<file path="config.mk">
export PLATFORM = sky130hd
export DESIGN_NAME = alu_srcb_stage
export DESIGN_NICKNAME = d
export VERILOG_FILES = /design/src/rtl/alu_srcb_pkg.sv /design/src/rtl/srcb_select.sv /design/src/rtl/alu_srcb_stage.sv
export SDC_FILE = /design/constraint.sdc
export NUM_CORES = 1
export LEC_CHECK = 0
export CORE_MARGIN = 2
export CORE_UTILIZATION = 40
export CTS_CLUSTER_SIZE = 8
export DETAILED_ROUTE_END_ITERATION = 8
export PLACE_DENSITY = 0.75
export SYNTH_ARGS = -nofsm -noshare
export SYNTH_HDL_FRONTEND = slang
export SYNTH_SLANG_ARGS = --single-unit
</file>
<file path="constraint.sdc">
create_clock -name clk -period 1.5 [get_ports clk]
set_clock_uncertainty 0.1 [all_clocks]
set_input_delay 0.3 -clock clk [delete_from_list [all_inputs] [get_ports clk]]
set_output_delay 0.3 -clock clk [all_outputs]
set_load 0.1 [all_outputs]
</file>
<file path="src/rtl/alu_srcb_pkg.sv">
// ---------------------------------------------------------------------------
// alu_srcb_pkg
// Shared constants for the ALU operand-B source stage. It holds the
// source-select encodings and the select width.
// Optional feature macro used by the importing files: ALU_SRCB_SELCHK_EN.
// ---------------------------------------------------------------------------
package alu_srcb_pkg;

    localparam int SEL_W = 3;

    localparam logic [SEL_W-1:0] SRCB_RT       = 3'd0;
    localparam logic [SEL_W-1:0] SRCB_CONST    = 3'd1;
    localparam logic [SEL_W-1:0] SRCB_SEXT     = 3'd2;
    localparam logic [SEL_W-1:0] SRCB_SEXT_SL2 = 3'd3;
    localparam logic [SEL_W-1:0] SRCB_SHIFT    = 3'd4;
    localparam logic [SEL_W-1:0] SRCB_ZEXT     = 3'd5;

endpackage : alu_srcb_pkg

</file>
<file path="src/rtl/srcb_select.sv">
// ---------------------------------------------------------------------------
// srcb_select
// Purely combinational operand-B source mux and immediate extension unit.
// Ports:
//   sel        in   SEL_W   source select (encodings in alu_srcb_pkg)
//   rt         in   DATA_W  register-file rt value
//   imm        in   IMM_W   instruction immediate
//   shift_val  in   DATA_W  shift-register value
//   data       out  DATA_W  selected/extended operand
//   rsvd       out  1       sel is a reserved encoding (only present when
//                           ALU_SRCB_SELCHK_EN is defined)
// ---------------------------------------------------------------------------
module srcb_select
    import alu_srcb_pkg::*;
#(
    parameter int DATA_W    = 32,
    parameter int IMM_W     = 16,
    parameter int CONST_INC = 4
) (
    input  logic [SEL_W-1:0]  sel,
    input  logic [DATA_W-1:0] rt,
    input  logic [IMM_W-1:0]  imm,
    input  logic [DATA_W-1:0] shift_val,
`ifdef ALU_SRCB_SELCHK_EN
    output logic              rsvd,
`endif
    output logic [DATA_W-1:0] data
);

    logic [DATA_W-1:0] imm_sext;
    logic [DATA_W-1:0] imm_zext;

    assign imm_sext = {{(DATA_W-IMM_W){imm[IMM_W-1]}}, imm};
    assign imm_zext = {{(DATA_W-IMM_W){1'b0}}, imm};

    always_comb begin
        data = '0;
        case (sel)
            SRCB_RT:       data = rt;
            SRCB_CONST:    data = DATA_W'(CONST_INC);
            SRCB_SEXT:     data = imm_sext;
            // shifted-out top bits are dropped; result stays DATA_W wide
            SRCB_SEXT_SL2: data = {imm_sext[DATA_W-3:0], 2'b00};
            SRCB_SHIFT:    data = shift_val;
            SRCB_ZEXT:     data = imm_zext;
            default:       data = '0;
        endcase
    end

`ifdef ALU_SRCB_SELCHK_EN
    assign rsvd = (sel > SRCB_ZEXT);
`endif

endmodule : srcb_select

</file>
<file path="src/rtl/alu_srcb_stage.sv">
// ---------------------------------------------------------------------------
// alu_srcb_stage
// Registered ALU operand-B source stage. The selected operand is computed at
// push time and held in a 2-entry elastic buffer with valid/ready on both
// sides. The buffer's head slot drives out_data directly. in_ready is a
// register, so there is no combinational path from out_ready to in_ready.
// Optional feature: define ALU_SRCB_SELCHK_EN to store a reserved-select error
// bit with each entry and report it on sel_err while that entry is at head.
// Ports:
//   clk        in   1       clock, rising edge
//   reset_n    in   1       asynchronous active-low reset
//   flush      in   1       synchronous clear of all entries (beats push/pop)
//   in_valid   in   1       upstream presents sel/operands
//   in_ready   out  1       stage can accept (registered)
//   sel        in   3       source select
//   rt         in   DATA_W  register-file rt value
//   imm        in   IMM_W   instruction immediate
//   shift_val  in   DATA_W  shift-register value
//   out_valid  out  1       out_data valid
//   out_ready  in   1       ALU consumes out_data
//   out_data   out  DATA_W  head entry
//   sel_err    out  1       head entry had a reserved select (0 without macro)
// ---------------------------------------------------------------------------
module alu_srcb_stage
    import alu_srcb_pkg::*;
#(
    parameter int DATA_W    = 32,
    parameter int IMM_W     = 16,
    parameter int CONST_INC = 4,
    parameter int DEPTH     = 2   // only 2 is supported; the buffer is head/tail
) (
    input  logic              clk,
    input  logic              reset_n,
    input  logic              flush,
    input  logic              in_valid,
    output logic              in_ready,
    input  logic [SEL_W-1:0]  sel,
    input  logic [DATA_W-1:0] rt,
    input  logic [IMM_W-1:0]  imm,
    input  logic [DATA_W-1:0] shift_val,
    output logic              out_valid,
    input  logic              out_ready,
    output logic [DATA_W-1:0] out_data,
    output logic              sel_err
);

`ifdef ALU_SRCB_SELCHK_EN
    localparam int ENT_W = DATA_W + 1;   // {err, data}
`else
    localparam int ENT_W = DATA_W;
`endif

    logic [DATA_W-1:0] sel_data;
    logic [ENT_W-1:0]  new_ent;
    logic [ENT_W-1:0]  head;
    logic [ENT_W-1:0]  tail;
    logic [1:0]        count;
    logic              push;
    logic              pop;

`ifdef ALU_SRCB_SELCHK_EN
    logic sel_rsvd;

    srcb_select #(
        .DATA_W    (DATA_W),
        .IMM_W     (IMM_W),
        .CONST_INC (CONST_INC)
    ) u_select (
        .sel       (sel),
        .rt        (rt),
        .imm       (imm),
        .shift_val (shift_val),
        .rsvd      (sel_rsvd),
        .data      (sel_data)
    );

    assign new_ent = {sel_rsvd, sel_data};
    assign sel_err = out_valid && head[DATA_W];
`else
    srcb_select #(
        .DATA_W    (DATA_W),
        .IMM_W     (IMM_W),
        .CONST_INC (CONST_INC)
    ) u_select (
        .sel       (sel),
        .rt        (rt),
        .imm       (imm),
        .shift_val (shift_val),
        .data      (sel_data)
    );

    assign new_ent = sel_data;
    assign sel_err = 1'b0;
`endif

    assign push      = in_valid && in_ready;
    assign pop       = out_valid && out_ready;
    assign out_valid = (count != 2'd0);
    assign out_data  = head[DATA_W-1:0];

    // in_ready is updated alongside count so it always equals (count < 2).
    always_ff @(posedge clk or negedge reset_n) begin
        if (!reset_n) begin
            count    <= 2'd0;
            in_ready <= 1'b1;
            head     <= '0;
            tail     <= '0;
        end else if (flush) begin
            count    <= 2'd0;
            in_ready <= 1'b1;
            head     <= '0;
            tail     <= '0;
        end else begin
            case (count)
                2'd0: begin
                    if (push) begin
                        head  <= new_ent;
                        count <= 2'd1;
                    end
                end
                2'd1: begin
                    if (push && pop) begin
                        head <= new_ent;
                    end else if (push) begin
                        tail     <= new_ent;
                        count    <= 2'd2;
                        in_ready <= 1'b0;
                    end else if (pop) begin
                        count <= 2'd0;
                    end
                end
                default: begin
                    // full: in_ready is low, so only a pop can happen
                    if (pop) begin
                        head     <= tail;
                        count    <= 2'd1;
                        in_ready <= 1'b1;
                    end
                end
            endcase
        end
    end

endmodule : alu_srcb_stage
</file>
==> flow_metrics.env <==
export IMPL_status="finished, violations left"
export IMPL_violations="setup timing"
export IMPL_path_delay_family="compound AO/OA/AOI/OAI gates"
export IMPL_placementRows=35
export IMPL_ant_nets=0
export IMPL_start_kind="flip-flop"
export IMPL_synth_area_per_cell_sq_um=10.1
export IMPL_cts_buffers=9
export IMPL_path_max_fanout=5
export IMPL_grtUsageTotal=0.223
export IMPL_synth_async_reset_ratio=1.00
export IMPL_slew_viol_final=0
export IMPL_grt_ovfl_total=0
export IMPL_vias=3834
export IMPL_pin_count=123
export IMPL_drt_iter0_drc=258
export IMPL_stdcell_area_sq_um=6550
export IMPL_p_per_area_nw_per_um2=879
export IMPL_grt_max_degree=68
export IMPL_clock_latency_ns=0.35
export IMPL_rsz0062_at_grt="yes"
export IMPL_required_ns=1.63
export IMPL_hp_class="in2reg"
export IMPL_synth_top_area_cell="dfrtp_1"
export IMPL_max_freq_mhz=566
export IMPL_place_area_sq_um=5690
export IMPL_synth_enable_flop_cells=0
export IMPL_path_cells="buf_6, a21o_4, a21oi_4, clkbuf_16, nor2_4, a221o_1"
export IMPL_end_kind="flip-flop"
export IMPL_die_h_um=100
export IMPL_total_power_mw=5.75
export IMPL_nets=630
export IMPL_synth_top_cell_area_share=0.444
export IMPL_grt_pass1_vias=3705
export IMPL_initial_utilization=0.408
export IMPL_maxCapViolCount=0
export IMPL_dieArea_sq_um=10100
export IMPL_avgRoutedWirePerCell_um=18.9
export IMPL_cts_sinks=67
export IMPL_setup_viol=66
export IMPL_io_buffers=121
export IMPL_htreeDepth=3
export IMPL_crit_path_top_delay_cell="dfstp_4"
export IMPL_vias_per_cell=5.84
export IMPL_final_util=0.719
export IMPL_fin_crit_sh=1.18
export IMPL_final_hold_violation_count=0
export IMPL_yosys_cell_types_count=42
export IMPL_cts_tree="built"
export IMPL_max_slew_worst_pin_slew_ns=0.559
export IMPL_dp_cells=622
export IMPL_core_area_sq_um=9110
export IMPL_fin_crit_ns=1.77
export IMPL_drcViolationCount=0
export IMPL_seq_area_sq_um=1680
export IMPL_num_antenna_cells=0
export IMPL_area_growth_pct=76.0
export IMPL_clk_pin_slew_ns=0.08
export IMPL_synth_ff_type="dfrtp_1"
export IMPL_yosysWarnings=0
export IMPL_syn_num_nets=458
export IMPL_clockBufferDepth=2
export IMPL_synth_seq_area_share=0.451
export IMPL_grt_pass1_wl_mm=17.7
export IMPL_fillers=624
export IMPL_synthCells=370
export IMPL_drt_wl_total_mm=12.4
export IMPL_crit_arrival_ns=1.90
export IMPL_stdcell_count=657
export IMPL_antenna_found_initial=0
export IMPL_p_leak_nw=2.93
export IMPL_ys_ff_latch=67
export IMPL_critical_path_class="reg2reg"
export IMPL_root_buffer="clkbuf_8"
export IMPL_fin_ws_ns=-0.268
export IMPL_layout_drive_gt1_share=0.396
export IMPL_drt_first_pass_iters=8
export IMPL_multi_input_area_sq_um=2100
export IMPL_cp_buffers_inverters=2
export IMPL_dieWidth_um=100
export IMPL_synthTopCellsByArea="dfrtp_1 44%, mux2_2 8.5%, nand2_1 6.4%"
export IMPL_relSlewSlack=0.628
export IMPL_ir_drop_mv=0.533
export IMPL_gp_congestion=0.913
export IMPL_cpPeakStageDelay_ns=0.49
export IMPL_hpwlAfterDp_mm=7.88
export IMPL_synth_area_sq_um=3720
[cells in the final DEF, fill, tap and decap left out, types with 3 or more instances in the layout]
cell type and n:
clkbuf_8 9, a21o_1 15, buf_4 49, inv_1 17
buf_6 11, a21oi_2 7, o2bb2ai_1 9, bufinv_16 3
nor2b_1 3, mux2_2 28, nand2b_1 3, nand4b_1 3
buf_12 40, mux2i_1 5, o21ai_2 8, dfrtp_1 65
a222oi_1 13, a221o_1 17, nand2_1 42, clkdlybuf4s50_1 82
nor2_4 5, o21ai_1 8, o211ai_1 3, nand2_4 12
o221ai_1 11, a22o_1 4, nand2_2 9, o2bb2ai_2 4
clkbuf_16 4, a21oi_1 12
[layout make-up]
type	instances	share of cell area
clock inverter	6	0.0174
clock buffer	9	0.0189
multi-input combinational	252	0.321
sequential	67	0.257
timing repair buffer	195	0.355
inverter	17	0.00975
tap	111	0.0212
[worst reg2reg max path, cell delays in order, from the launching register on]
cell and delay [ns]:
dfstp_4 0.49, buf_6 0.12, a21o_4 0.23, a21oi_4 0.22
clkbuf_16 0.20, nor2_4 0.03, a221o_1 0.25
[report_power, final]
part	leakage [nW]	switching [mW]	internal (mW)
clock network	0.112	0.743	1.10
registers	0.916	0.105	1.89
logic	1.91	1.04	0.877
total	2.93	1.89	3.86
[final timing paths]
check / startpoint / end / slack [ns] / cells after the start
worst max-delay path: in_ready / out_data[16] / -0.27 / 6
min in group asynchronous: reset_n / out_data[24] / 0.40 / 3
worst min register to register: tail[17] / tail[17] / 0.38 / 1
max in group asynchronous: reset_n / in_ready / 0.56 / 3
worst min-delay path: out_ready / in_ready / 0.23 / 3
worst max register to register: in_ready / out_data[16] / -0.27 / 6
[layer usage]
layer | share of wire | vias to the layer above | wire length [um] | track usage
li1 | - | 1732 | - | -
met1 | 0.38 | 1859 | 4720 | 0.270
met2 | 0.52 | 220 | 6490 | 0.389
met3 | 0.079 | 23 | 977 | 0.0515
met4 | 0.020 | 0 | 252 | 0.0769
met5 | 0 | - | 0 | 0
[logic make-up (layout without fill, tap and decap cells)]
kind of cell / Yosys count / in the layout / synth area share
mux: 34 / 34 / 0.101
simple gates: 94 / 94 / 0.122
compound gates: 122 / 123 / 0.252
flops: 67 / 67 / 0.451
other cells: 1 / 1 / 0.00101
buf+inv: 52 / 227 / 0.0727
[sequential cells by signal, summed over array words and instances, names as in the netlist]
signal and flops:
count 2, in_ready 1, out_data 32, tail 32
[synthesized netlist by cell type (4+ instances only)]
| cell type | number |
|---|---|
| a21o_1 | 16 |
| a21oi_1 | 19 |
| a221o_1 | 17 |
| a222oi_1 | 13 |
| a22o_1 | 4 |
| buf_2 | 9 |
| buf_6 | 7 |
| clkbuf_1 | 15 |
| dfrtp_1 | 66 |
| inv_1 | 17 |
| mux2_2 | 28 |
| mux2i_1 | 6 |
| nand2_1 | 63 |
| nor2_1 | 7 |
| o21ai_0 | 5 |
| o21ai_1 | 11 |
| o221ai_1 | 13 |
| o2bb2ai_1 | 13 |
[what timing repair did]
action	CTS	global route
hold buffers	1	0
setup endpoints to repair	66	66
pin swaps	6	26
resized for setup	29	74
gates cloned	0	7
hold endpoints to repair	66	0
setup buffers	11	3
[through the flow]
| stage | hold slack, ns | worst slack, ns | TNS, ns |
|---|---|---|---|
| after global routing | 0.236 | -0.304 | -15.42 |
| final | 0.226 | -0.268 | -12.40 |
| after detailed placement | 0.249 | -0.826 | -41.70 |
| after floorplan | -0.0956 | -0.441 | -18.74 |
| after CTS | 0.384 | -0.203 | -10.11 |
| after global placement | 0.242 | -0.787 | -39.48 |
Power figures use the tool's default switching activity.
==> edit 1: new RTL, config.mk and constraints unchanged <==
Build with the macro `ALU_SRCB_SELCHK_EN` defined.
--- a/src/rtl/srcb_select.sv
+++ b/src/rtl/srcb_select.sv
@@ -10,6 +10,8 @@
 //   rsvd       out  1       sel is a reserved encoding (only present when
 //                           ALU_SRCB_SELCHK_EN is defined)
 // ---------------------------------------------------------------------------
+`define ALU_SRCB_SELCHK_EN
+
 module srcb_select
     import alu_srcb_pkg::*;
 #(
Function: changed (a bounded check fails within 4 cycles, from zero or initial values and one cycle with reset_n low).
==> edit 1 against the unedited design <==
The run still ends with setup timing left. Area after synthesis grew 10%. Clock power shrank 7%. Non-clock buffer count is 14 higher. Worst setup slack got worse by 0.084 ns. Design area increased by 9.3%. Count of clock-buffer cells in the layout up 1. Global-route usage is 1.1 points higher. Wire length up 14%. Sequential cell count increased by 2. Power is 1.9% higher.
==> edit 1: results (changes against the unedited design) <==
metric	value	unit	change
outcome	finished, violations left		
failing checks	setup timing		
via count	3989		+4.0%
# port buffers	122		+0.83%
Non-Clock Buffer Area Fraction	36.3	%	+0.80 points
synth cell count leaders	dfrtp_1, nand2_1, buf_4, mux2_2, inv_1		
Synth Area in Compound Gates	25.0	%	-0.27 points
number of global-route vias before repair	4055		+9.4%
largest net degree at the start of global routing	70		+2.9%
first-pass GRT wire length	20.4	mm	+15%
Hold Path Class	input port to async pin		
fin area	0.00715	sq mm	+9.3%
drt initial violations	303		+17%
crit path max fanout	8		+3
final setup vio count	70		+6.1%
top cells by area, synth	dfrtp_1, buf_4, nand2_1, mux2_2, a221o_1		
Final Worst Setup Slack	-0.352	ns	-0.0838 ns
Total GRT Usage	23.4	%	+1.1 points
placed instance area	0.00609	sq mm	+7.0%
Non-CTS buffers	209		+7.2%
Setup TNS	-16.61	ns	-4.22 ns
final WL	14.2	mm	+14%
share of power burned in registers	34.9	%	+0.3 points
post-synthesis mux area share	8.74	%	-1.4 points
drt wl/cell	20.3	um	+7.0%
met1 Use GR	28.0	%	+1.0 points
HPWL after DPL	8.63	mm	+9.5%
Distinct cells, synth	49		+17%
layout cells sized above 1	44.4	%	+4.9 points
Internal	3.90	mW	+0.82%
DR pass1 iterations	5		-3
metal2 WL	7.58	mm	+17%
Arr. time, crit path	2.04	ns	+0.14 ns
seq_cells	69		+3.0%
global routing usage on met3	4.99	%	-0.16 points
switching part of the total	33.5	%	+0.70 points
[edit 1: cell types whose count changed after synthesis, moves of 4 or more]
cell,change
a21oi_1,-7
a21oi_2,+9
buf_2,+7
buf_4,+31
mux2_1,+11
mux2_2,-9
mux2i_1,-4
nand2_1,+4
o21ai_0,-4
o21ai_1,+4
[edit 1: kinds of logic (layout without fill, tap and decap cells)]
logic type | count (synthesis) | after routing
DFF | 69 | 69
and+or+nand+nor | 97 | 97
AOI/OAI and AO/OA | 127 | 127
muxes | 32 | 32
buffers and inverters | 87 | 242
[edit 1: worst max-delay path by stage]
stage	end	slack, ns	cells past startpoint
global route	tail[22]$_DFFE_PN0P_	-0.40	5
finish	tail[22]$_DFFE_PN0P_	-0.35	5
detailed placement	head[12]$_DFFE_PN0P_	-0.71	6
floorplan	head[10]$_DFFE_PN0P_	-0.45	5
global placement	head[4]$_DFFE_PN0P_	-0.62	6
CTS	sel_err	-0.33	4
==> edit 2: new RTL, config.mk and constraints unchanged <==
Without the edit above. Make the reset (`reset_n`) synchronous in one clocked block. Comments in the files are not updated.
--- a/src/rtl/alu_srcb_stage.sv
+++ b/src/rtl/alu_srcb_stage.sv
@@ -99,7 +99,7 @@
     assign out_data  = head[DATA_W-1:0];
 
     // in_ready is updated alongside count so it always equals (count < 2).
-    always_ff @(posedge clk or negedge reset_n) begin
+    always_ff @(posedge clk) begin
         if (!reset_n) begin
             count    <= 2'd0;
             in_ready <= 1'b1;
Check against the original RTL: differs if reset_n is asserted again (counterexample within 4 cycles, from zero or initial values and one cycle with reset_n low); with reset_n held inactive, the same outputs for 4 cycles.
==> edit 2 against the unedited design <==
Largest power group is now the clock network. Die area shrank 1.6%. The run still ends with setup timing left. Count of clock-buffer cells in the layout rose by 2. Sequential share of layout area decreased by 2.6 points. Worst setup slack improved by 0.25 ns. Largest cell class is now multi-input gates. First-iteration DRC count decreased by 11%. Power decreased by 12%. Area after synthesis is 1.6% lower. Wire length is 8.6% lower. Sequential cell count is the same. Global-route usage rose by 0.49 points. Design area decreased by 9.5%.
==> edit 2: results (changes against the unedited design) <==
metric	value	unit	change
outcome	finished, violations left		
failing checks	setup timing		
largest net degree at the start of global routing	37		-46%
synth cell count leaders	nor2_1, dfxtp_1, o21ai_0, mux2i_1, nand3_1		
Via density	5.67		-2.8%
R2R Setup Slk	0	ns	+0.27 ns
Synth Warn #	0		unchanged
drt wl/cell	17.3	um	-8.5%
worst-skew pair later-pin latency	0.35	ns	about the same
CTS Buffer Depth	2		unchanged
Total GRT Usage	22.7	%	+0.49 points
CTS clk-pin slew, worst paths	0.07	ns	
number of global-route vias before repair	3827		+3.3%
Lkg Pwr	2.28	nW	-22%
FFs w/ async S/R, synth	0	%	-100 points
Place WS	-0.583	ns	+0.243 ns
number of buffers created by CTS	9		unchanged
Final Worst Setup Slack	-0.0155	ns	+0.253 ns
layout cells sized above 1	33.8	%	-5.8 points
Main synth FF type	dfxtp_1		
top cells by area, synth	dfxtp_1, nor2_1, o21ai_0, mux2i_1, nor3_2		
Fillers	687		+10%
first-pass GRT wire length	18.3	mm	+3.4%
final non-filler cell total	656		-0.15%
Distinct cells, synth	46		+9.5%
Setup TNS	-0.0500	ns	+12.35 ns
Cells after DPL	633		+1.8%
sequential area share after synthesis	36.7	%	-8.4 points
drt initial violations	229		-11%
Antenna Cells	0		unchanged
Critical R2R Launch	count[1]$_SDFFE_PP0P_		
root buffer cell	clkbuf_8		
reg2reg path depth	6		unchanged
endpoints failing hold	0		unchanged
Gate Count Post-Synth	405		+9.5%
antenna violations before repair	0		unchanged
Hold Path Stages	2		-1
Syn Nets	493		+7.6%
Hold Path Origin	tail[4]$_SDFFE_PP0P_		
Worst R2R End	tail[2]$_SDFFE_PP0P_		
final setup vio count	7		-89%
crit path max fanout	11		+6
Worst Hold End	out_data[4]$_SDFFE_PP0P_		
HPWL after DPL	8.01	mm	+1.6%
GPL Wtd Cong	0.856		-6.2%
Hold Path Class	flip-flop to flip-flop		
# port buffers	121		unchanged
Peak VDD IR	663	uV	+24%
Sw Pwr	1.40	mW	-26%
DR pass1 iterations	5		-3
Arr. time, crit path	1.69	ns	-0.21 ns
H-tree level count	3		unchanged
-- edit 2: cell types whose count changed after synthesis, sizes merged, moves of 14 or more --
| cell | before | now |
|---|---|---|
| nor2 | 7 | 73 |
| a211oi | 0 | 14 |
| nor3 | 3 | 21 |
| dfxtp | 0 | 67 |
| o21ai | 16 | 62 |
| o31ai | 2 | 17 |
| mux2 | 28 | 13 |
| nand2 | 63 | 4 |
| nand3 | 0 | 19 |
| dfrtp | 66 | 0 |
| a21o | 16 | 0 |
| a221o | 17 | 0 |
-- edit 2: worst max-delay path by stage --
stage,from,to,slack [ns],cells past startpoint
finish,in_valid,tail[2]$_SDFFE_PP0P_,-0.02,7
global route,count[1]$_SDFFE_PP0P_,tail[24]$_SDFFE_PP0P_,-0.05,6
CTS,count[0]$_SDFFE_PP0P_,out_valid,0.006,3
detailed placement,sel[0],out_data[31]$_SDFFE_PP0P_,-0.58,6
global placement,sel[0],out_data[8]$_SDFFE_PP0P_,-0.54,5
floorplan,in_ready$_SDFFE_PP1P_,tail[0]$_SDFFE_PP0P_,-0.02,5
-- edit 2: power by group through the flow --
stage	logic, mW	registers [mW]	clock network (mW)
after global routing	1.27	1.86	2.07
after detailed placement	1.18	1.90	0
after floorplan	0.434	2.09	0
final	1.21	1.86	1.98
after CTS	1.19	1.86	1.99
after global placement	1.16	1.90	0
-- edit 2: final cells by class --
type | count | share of cell area, %
clock buffers | 11 | 2.74
repair buffers | 165 | 34.6
flip-flops and latches | 67 | 23.1
clock inverters | 5 | 1.79
inverters | 4 | 0.253
well taps | 108 | 2.28
multi-input cells | 296 | 35.3
-- edit 2: cells by family after synthesis --
kind of cell | after synthesis | share of synthesized area, %
AOI/OAI and AO/OA | 133 | 26.7
buffers and inverters | 42 | 7.73
DFF | 67 | 36.7
muxes | 32 | 9.41
other | 1 | 0.103
and+or+nand+nor | 130 | 19.4
-- edit 2: worst max-delay path: stages --
cell	delay (ns)
clkdlybuf4s50_1	0.52
nand2_4	0.09
nor3_4	0.20
buf_4	0.20
clkbuf_16	0.18
o21ai_0	0.09
a21oi_1	0.12
-- edit 2: metal layers --
metal	GRT usage, %	up-vias	share of wire [%]	routed length (um)
li1	-	1761	-	-
met1	25.7	1765	39	4480
met2	41.8	181	50	5700
met3	6.68	13	8.7	988
met4	5.69	0	1.7	192
met5	0	-	0	0
-- edit 2: repair_timing --
action / 4_1_cts / 5_1_grt
endpoints found under the setup margin: 65 / 28
buffers inserted: 2 / 3
gates resized for setup: 9 / 6
pin swaps: 6 / 7
cloned: 1 / 1
-- edit 2: metrics by stage --
stage,cell area [sq um],hold slack (ns),utilization [%]
floorplan,3710,0.279,-
global placement,5540,0.367,62.9
detailed placement,5540,0.377,62.9
CTS,5870,0.388,66.7
global route,5930,0.402,67.3
finish,5930,0.387,67.3
